### config.mk
export PLATFORM = sky130hd
export DESIGN_NAME = bytecode_prefetch
export DESIGN_NICKNAME = d
export VERILOG_FILES = /design/src/rtl/jvm_fetch_pkg.sv /design/src/rtl/byte_ring_buffer.sv /design/src/rtl/bytecode_prefetch.sv
export SDC_FILE = /design/constraint.sdc
export NUM_CORES = 1
export LEC_CHECK = 0
export BUFFER_PORTS_ARGS = -buffer_cell sky130_fd_sc_hd__buf_4
export CELL_PAD_IN_SITES_DETAIL_PLACEMENT = 1
export CELL_PAD_IN_SITES_GLOBAL_PLACEMENT = 1
export CORE_ASPECT_RATIO = 1.25
export CORE_UTILIZATION = 34
export CTS_CLUSTER_DIAMETER = 60
export DETAILED_ROUTE_END_ITERATION = 12
export PLACE_DENSITY_LB_ADDON = 0.1
export SETUP_SLACK_MARGIN = 0.1
export SLEW_MARGIN = 20
export SYNTH_ARGS = -nofsm -noshare
export SYNTH_HDL_FRONTEND = slang
export SYNTH_HIERARCHICAL = 1
export SYNTH_SLANG_ARGS = --single-unit
### constraint.sdc
create_clock -name clk -period 4.1 [get_ports clk]
set_input_delay 0.41 -clock clk [delete_from_list [all_inputs] [get_ports clk]]
set_output_delay 0.41 -clock clk [all_outputs]
set_load 0.03 [all_outputs]
### src/rtl/jvm_fetch_pkg.sv
// Shared types for the bytecode prefetch path: fetch FSM states, word size, byte type.
package jvm_fetch_pkg;

  localparam int WORD_BYTES = 4;

  typedef logic [7:0] byte_t;

  typedef enum logic [1:0] {
    ST_IDLE  = 2'd0,
    ST_FETCH = 2'd1,
    ST_DRAIN = 2'd2
  } fetch_state_e;

endpackage

### src/rtl/byte_ring_buffer.sv
// Circular byte store: writes 1..4 bytes of a word starting at a skip offset,
// retires a variable number of bytes per cycle, exposes an OUT_BYTES window.
module byte_ring_buffer
  import jvm_fetch_pkg::*;
#(
  parameter int CAP       = 16,
  parameter int OUT_BYTES = 4,
  localparam int PW       = $clog2(CAP),
  localparam int CNTW     = $clog2(CAP + 1)
) (
  input  logic                   clk,
  input  logic                   rst,
  input  logic                   flush,
  input  logic                   wr_en,
  input  logic [31:0]            wr_word,
  input  logic [1:0]             wr_skip,
  input  logic [CNTW-1:0]        rd_adv,
  output logic [8*OUT_BYTES-1:0] window,
  output logic [CNTW-1:0]        occ,
  output logic [CNTW-1:0]        occ_nxt
);

  byte_t           mem_q [CAP];
  byte_t           mem_d [CAP];
  logic [PW-1:0]   rd_ptr_q, rd_ptr_d;
  logic [PW-1:0]   wr_ptr_q, wr_ptr_d;
  logic [CNTW-1:0] occ_q, occ_d;
  logic [CNTW-1:0] wr_cnt;

  always_comb begin
    wr_cnt = wr_en ? (CNTW'(WORD_BYTES) - CNTW'(wr_skip)) : '0;
    mem_d  = mem_q;
    // Skipped leading bytes are not stored; the kept ones pack from wr_ptr.
    for (int i = 0; i < WORD_BYTES; i++) begin
      if (wr_en && !flush && (i >= int'(wr_skip)))
        mem_d[wr_ptr_q + PW'(i) - PW'(wr_skip)] = wr_word[8*i +: 8];
    end
    if (flush) begin
      rd_ptr_d = rd_ptr_q;
      wr_ptr_d = rd_ptr_q;
      occ_d    = '0;
    end else begin
      rd_ptr_d = rd_ptr_q + PW'(rd_adv);
      wr_ptr_d = wr_ptr_q + PW'(wr_cnt);
      occ_d    = occ_q + wr_cnt - rd_adv;
    end
  end

  always_comb begin
    window = '0;
    for (int j = 0; j < OUT_BYTES; j++)
      window[8*j +: 8] = mem_q[rd_ptr_q + PW'(j)];
  end

  assign occ     = occ_q;
  assign occ_nxt = occ_d;

  always_ff @(posedge clk or posedge rst) begin
    if (rst) begin
      for (int i = 0; i < CAP; i++) mem_q[i] <= '0;
      rd_ptr_q <= '0;
      wr_ptr_q <= '0;
      occ_q    <= '0;
    end else begin
      mem_q    <= mem_d;
      rd_ptr_q <= rd_ptr_d;
      wr_ptr_q <= wr_ptr_d;
      occ_q    <= occ_d;
    end
  end

endmodule

### src/rtl/bytecode_prefetch.sv
// Streams instruction words into a byte prefetch buffer and presents a bytecode
// window to the decoder; handles variable consumption and unaligned redirects.
module bytecode_prefetch
  import jvm_fetch_pkg::*;
#(
  parameter int ADDRESS_WIDTH = 8,
  parameter int FIFO_WORDS    = 4,
  parameter int OUT_BYTES     = 4,
  parameter int RESET_PC      = 0
) (
  input  logic                                  clk,
  input  logic                                  reset,
  output logic [ADDRESS_WIDTH-1:0]              mem_address,
  output logic                                  mem_start,
  input  logic [31:0]                           mem_data_in,
  input  logic                                  mem_ready,
  input  logic                                  redirect,
  input  logic [ADDRESS_WIDTH-1:0]              redirect_pc,
  output logic [8*OUT_BYTES-1:0]                window,
  output logic [$clog2(4*FIFO_WORDS+1)-1:0]     byte_count,
  input  logic [$clog2(OUT_BYTES+1)-1:0]        consume,
  output logic [ADDRESS_WIDTH-1:0]              pc
);

  localparam int AW   = ADDRESS_WIDTH;
  localparam int CAP  = WORD_BYTES * FIFO_WORDS;
  localparam int CNTW = $clog2(CAP + 1);
  localparam logic [AW-1:0] RESET_ADDR = AW'(RESET_PC);

  fetch_state_e    state_q, state_d;
  logic [AW-1:0]   pc_q, pc_d;
  logic [AW-1:0]   fetch_addr_q, fetch_addr_d;
  logic [AW-1:0]   target_q, target_d;
  logic [1:0]      skip_q, skip_d;
  logic [CNTW-1:0] occ, occ_nxt, cons_eff;
  logic            wr_en;

  assign wr_en = (state_q == ST_FETCH) && mem_ready && !redirect;

  always_comb begin
    byte_count = (occ > CNTW'(OUT_BYTES)) ? CNTW'(OUT_BYTES) : occ;
    cons_eff   = (CNTW'(consume) > byte_count) ? byte_count : CNTW'(consume);
  end

  byte_ring_buffer #(
    .CAP       (CAP),
    .OUT_BYTES (OUT_BYTES)
  ) u_ring (
    .clk     (clk),
    .rst     (reset),
    .flush   (redirect),
    .wr_en   (wr_en),
    .wr_word (mem_data_in),
    .wr_skip (skip_q),
    .rd_adv  (cons_eff),
    .window  (window),
    .occ     (occ),
    .occ_nxt (occ_nxt)
  );

  always_ff @(posedge clk or posedge reset) begin
    if (reset) begin
      state_q      <= ST_IDLE;
      pc_q         <= RESET_ADDR;
      fetch_addr_q <= {RESET_ADDR[AW-1:2], 2'b00};
      target_q     <= {RESET_ADDR[AW-1:2], 2'b00};
      skip_q       <= RESET_ADDR[1:0];
    end else begin
      state_q      <= state_d;
      pc_q         <= pc_d;
      fetch_addr_q <= fetch_addr_d;
      target_q     <= target_d;
      skip_q       <= skip_d;
    end
  end

  // Room decisions look at next-cycle occupancy so refill starts right after space frees.
  always_comb begin
    state_d = state_q;
    if (redirect) begin
      if ((state_q != ST_IDLE) && !mem_ready) state_d = ST_DRAIN;
      else                                    state_d = ST_FETCH;
    end else begin
      case (state_q)
        ST_IDLE:  if (occ_nxt <= CNTW'(CAP - WORD_BYTES)) state_d = ST_FETCH;
        ST_FETCH: if (mem_ready && (occ_nxt > CNTW'(CAP - WORD_BYTES))) state_d = ST_IDLE;
        ST_DRAIN: if (mem_ready) state_d = ST_FETCH;
        default:  state_d = ST_IDLE;
      endcase
    end
  end

  always_comb begin
    mem_start   = (state_q != ST_IDLE);
    mem_address = fetch_addr_q;
    pc          = pc_q;
  end

  // While draining, the stale address stays on the bus and the new one waits in target.
  always_comb begin
    pc_d         = pc_q + AW'(cons_eff);
    fetch_addr_d = fetch_addr_q;
    target_d     = target_q;
    skip_d       = skip_q;
    if (redirect) begin
      pc_d     = redirect_pc;
      skip_d   = redirect_pc[1:0];
      target_d = {redirect_pc[AW-1:2], 2'b00};
      if (state_d != ST_DRAIN) fetch_addr_d = {redirect_pc[AW-1:2], 2'b00};
    end else if (wr_en) begin
      fetch_addr_d = fetch_addr_q + AW'(WORD_BYTES);
      skip_d       = 2'd0;
    end else if ((state_q == ST_DRAIN) && mem_ready) begin
      fetch_addr_d = target_q;
    end
  end

endmodule

==> flow_metrics.tcl <==
set metrics [dict create \
    die_width_um 203 \
    synth_edf_count 0 \
    rr_startpoint "u_ring/occ[4]" \
    critPathBufInv 2 \
    cts.root.buffer_cell "clkbuf_16" \
    drtIter0Drc 1822 \
    grt_pass1_wl_mm 136 \
    cp_slowest_stage_delay_ns 0.56 \
    grt-ovfl-total 0 \
    cts.clk_slew.worst_paths_ns 0.07 \
    post_drt_wl_per_cell_um 37.8 \
    drt-total-wl_mm 94.1 \
    r2r_setup_slack_ns 0.31 \
    synthArstFlopShare_pct 100 \
    hold_viol 0 \
    wl_met3_mm 8.87 \
    die_h_um 254 \
    ir_drop_mv 0.832 \
    dieArea_um2 51600 \
    maxClockFrequency_mhz 264 \
    grt_usage_pct 36.9 \
    area_growth_pct 15.4 \
    fin_area_um2 19900 \
    antenna_cells_inserted 0 \
    antenna_found_initial 3 \
    start_kind "flop" \
    min_period_ns 3.79 \
    ctsHoldBuffers 0 \
    dpl.hpwl_mm 66.8 \
    cts_tree "done" \
    cts_num_sinks 165 \
    antenna_left 0 \
    cp.arrival_ns 4.17 \
    gp_congestion 0.947 \
    num_vias 18000 \
    netlist_area_um2 17200 \
    rsz0062_at_grt "false" \
    clock-skew-final_ns 0.0126 \
    grt_pass1_vias 18400 \
    finalCritPeriodShare_pct 92.5 \
    p_per_area_nw_per_um2 1040 \
    cap_viol_max_count 0 \
    crit_top_cell "a21oi_2" \
    placed_cell_area_um2 19100 \
    clock_latency_ns 0.48 \
    met1_length_mm 35.0 \
    critPathSlowestCell "fa_1" \
    core_area_um2 49600 \
    h-tree-depth 4 \
    crit_path_end_kind "flop" \
    drc_errors 0 \
    cts.path.max_buffers 2 \
    worstPathCellList "nor3_4, buf_4, and2_4, ha_2, nand2_2, o21ai_2, o211ai_1, a21oi_2, fa_1, inv_2, fa_2, a21o_1, a21oi_2, xnor2_1, nor2_2, a31oi_4, a21oi_2, o311ai_1" \
    grt_max_degree 142 \
    reg2regPathDepth 18 \
    ys_seq_elements 165 \
    synth_ff_type "dfrtp_1" \
    slew_violations 0 \
    met2_length_mm 42.8 \
    netlist_instances 1765 \
    nets 1917 \
    startpoint "u_ring/occ[4]" \
    start_util_pct 34.7 \
    setup_viol 0 \
    p_total_mw 20.6 \
    ioPinCount 101 \
    reg2reg_to "state_q[0]" \
    status "finished, final reports clean" \
    p_leak_nw 8.04 \
    cp.required_ns 4.48 \
    holdWs_ns 0.0313 \
    path_class "flop to flop" \
    drt_first_pass_iters 6 \
    yosys_warnings 6 \
    post_synth_num_cell_types 94 \
    syn-mean-instance-area_um2 9.76 \
    worstMarginPinSlew_ns 1.13 \
    port_buffers 96 \
    avgViaCountPerCell 7.24 \
    drive_gt1_share_pct 27.1 \
    cts_buffers 17 \
    post-route-util_pct 40.0 \
    core.rowCount 91 \
    path_max_fanout 3 \
    ys_seq_area_share_pct 24.0 \
    crit_family "compound AO/OA/AOI/OAI gates" \
    top_layer_used "met5" \
    slew-limit-headroom_pct 24.8 \
    hold_path.class "input pin to async pin" \
]
[power breakdown]
group / total (mW) / switching [mW] / internal (mW)
registers: 3.42 / 1.19 / 2.23
logic: 15.4 / 9.39 / 5.98
clock network: 1.85 / 0.851 / 0.995
[layout make-up]
| cell class | instances | area (um2) |
|---|---|---|
| Tap cell | 651 | 815 |
| Sequential cell | 165 | 4130 |
| Fill cell | 5586 | 29800 |
| Clock inverter | 14 | 189 |
| Clock buffer | 18 | 439 |
| Inverter | 57 | 218 |
| Timing Repair Buffer | 226 | 1870 |
| Multi-Input combinational cell | 1358 | 12200 |
[cell families after synthesis]
family	share of synthesized area, %
multiplexers	27.8
other	0.0218
adder cells (fa/ha/maj)	3.70
AND/OR/NAND/NOR	13.1
flip-flops	24.0
buffers and inverters	6.25
AO/OA/AOI/OAI	23.5
XOR/XNOR	1.62
[cell usage after synthesis (45+ instances only)]
master,n,area share (%)
inv_1,56,1.2
a31oi_1,148,5.4
clkbuf_1,115,2.5
mux4_2,149,19
nand2_1,85,1.9
o21ai_0,66,1.9
buf_2,45,1.3
nand3_1,104,3.0
dfrtp_1,165,24
a21oi_1,89,2.6
mux2i_1,126,7.3
a22oi_1,51,2.2
[how the worst max path moves through the flow]
stage / end / slack [ns] / cells past startpoint
2_1_floorplan: window[15] / 0.14 / 12
3_3_place_gp: state_q[0] / 0.08 / 17
3_5_place_dp: state_q[0] / -0.12 / 17
4_1_cts: state_q[0] / 0.17 / 17
5_1_grt: state_q[0] / 0.10 / 18
6_report: state_q[0] / 0.31 / 18
[placed cells by master, fill, tap and decap left out, drive strengths merged, types with 28 or more instances in the layout]
cell type,synthesis,routed
o21ai,74,74
a221oi,43,43
and3,29,29
a31oi,149,149
mux2i,126,126
buf,77,226
nor2,43,43
ha,35,35
inv,56,61
nor4,38,38
a211oi,34,34
nand3,105,105
dfrtp,165,165
nand2,86,86
a2bb2oi,28,28
mux4,149,149
a21oi,89,89
a22oi,51,51
[flip-flops by register name (all words and copies together) (netlist names)]
name             count
skip_q               2
mem_address          6
u_ring/mem_q       128
u_ring/occ           5
u_ring/rd_ptr_q      4
u_ring/wr_ptr_q      4
target_q             6
state_q              2
pc                   8
[metrics by stage]
stage | setup slack [ns] | TNS, ns | std cells
after CTS | 0.167 | 0 | 2484
after detailed placement | -0.117 | -0.117 | 2452
after global placement | 0.0831 | 0 | 2452
final | 0.307 | 0 | 2489
after floorplan | 0.138 | 0 | 1772
after global routing | 0.101 | 0 | 2489
[metal layers]
| metal | global-route usage, % | vias to the layer above |
|---|---|---|
| met5 | 0 | - |
| met4 | 25.9 | 4 |
| met3 | 8.66 | 338 |
| met2 | 57.4 | 1177 |
| met1 | 44.9 | 9289 |
| li1 | - | 7214 |
[what timing repair did]
| action | in CTS | in global routing |
|---|---|---|
| gates resized for setup | 5 | 19 |
| pin swaps | 2 | 17 |
| setup buffers | 0 | 5 |
| setup endpoints to repair | 1 | 2 |
Note: power is estimated with default switching activity, not from simulation.
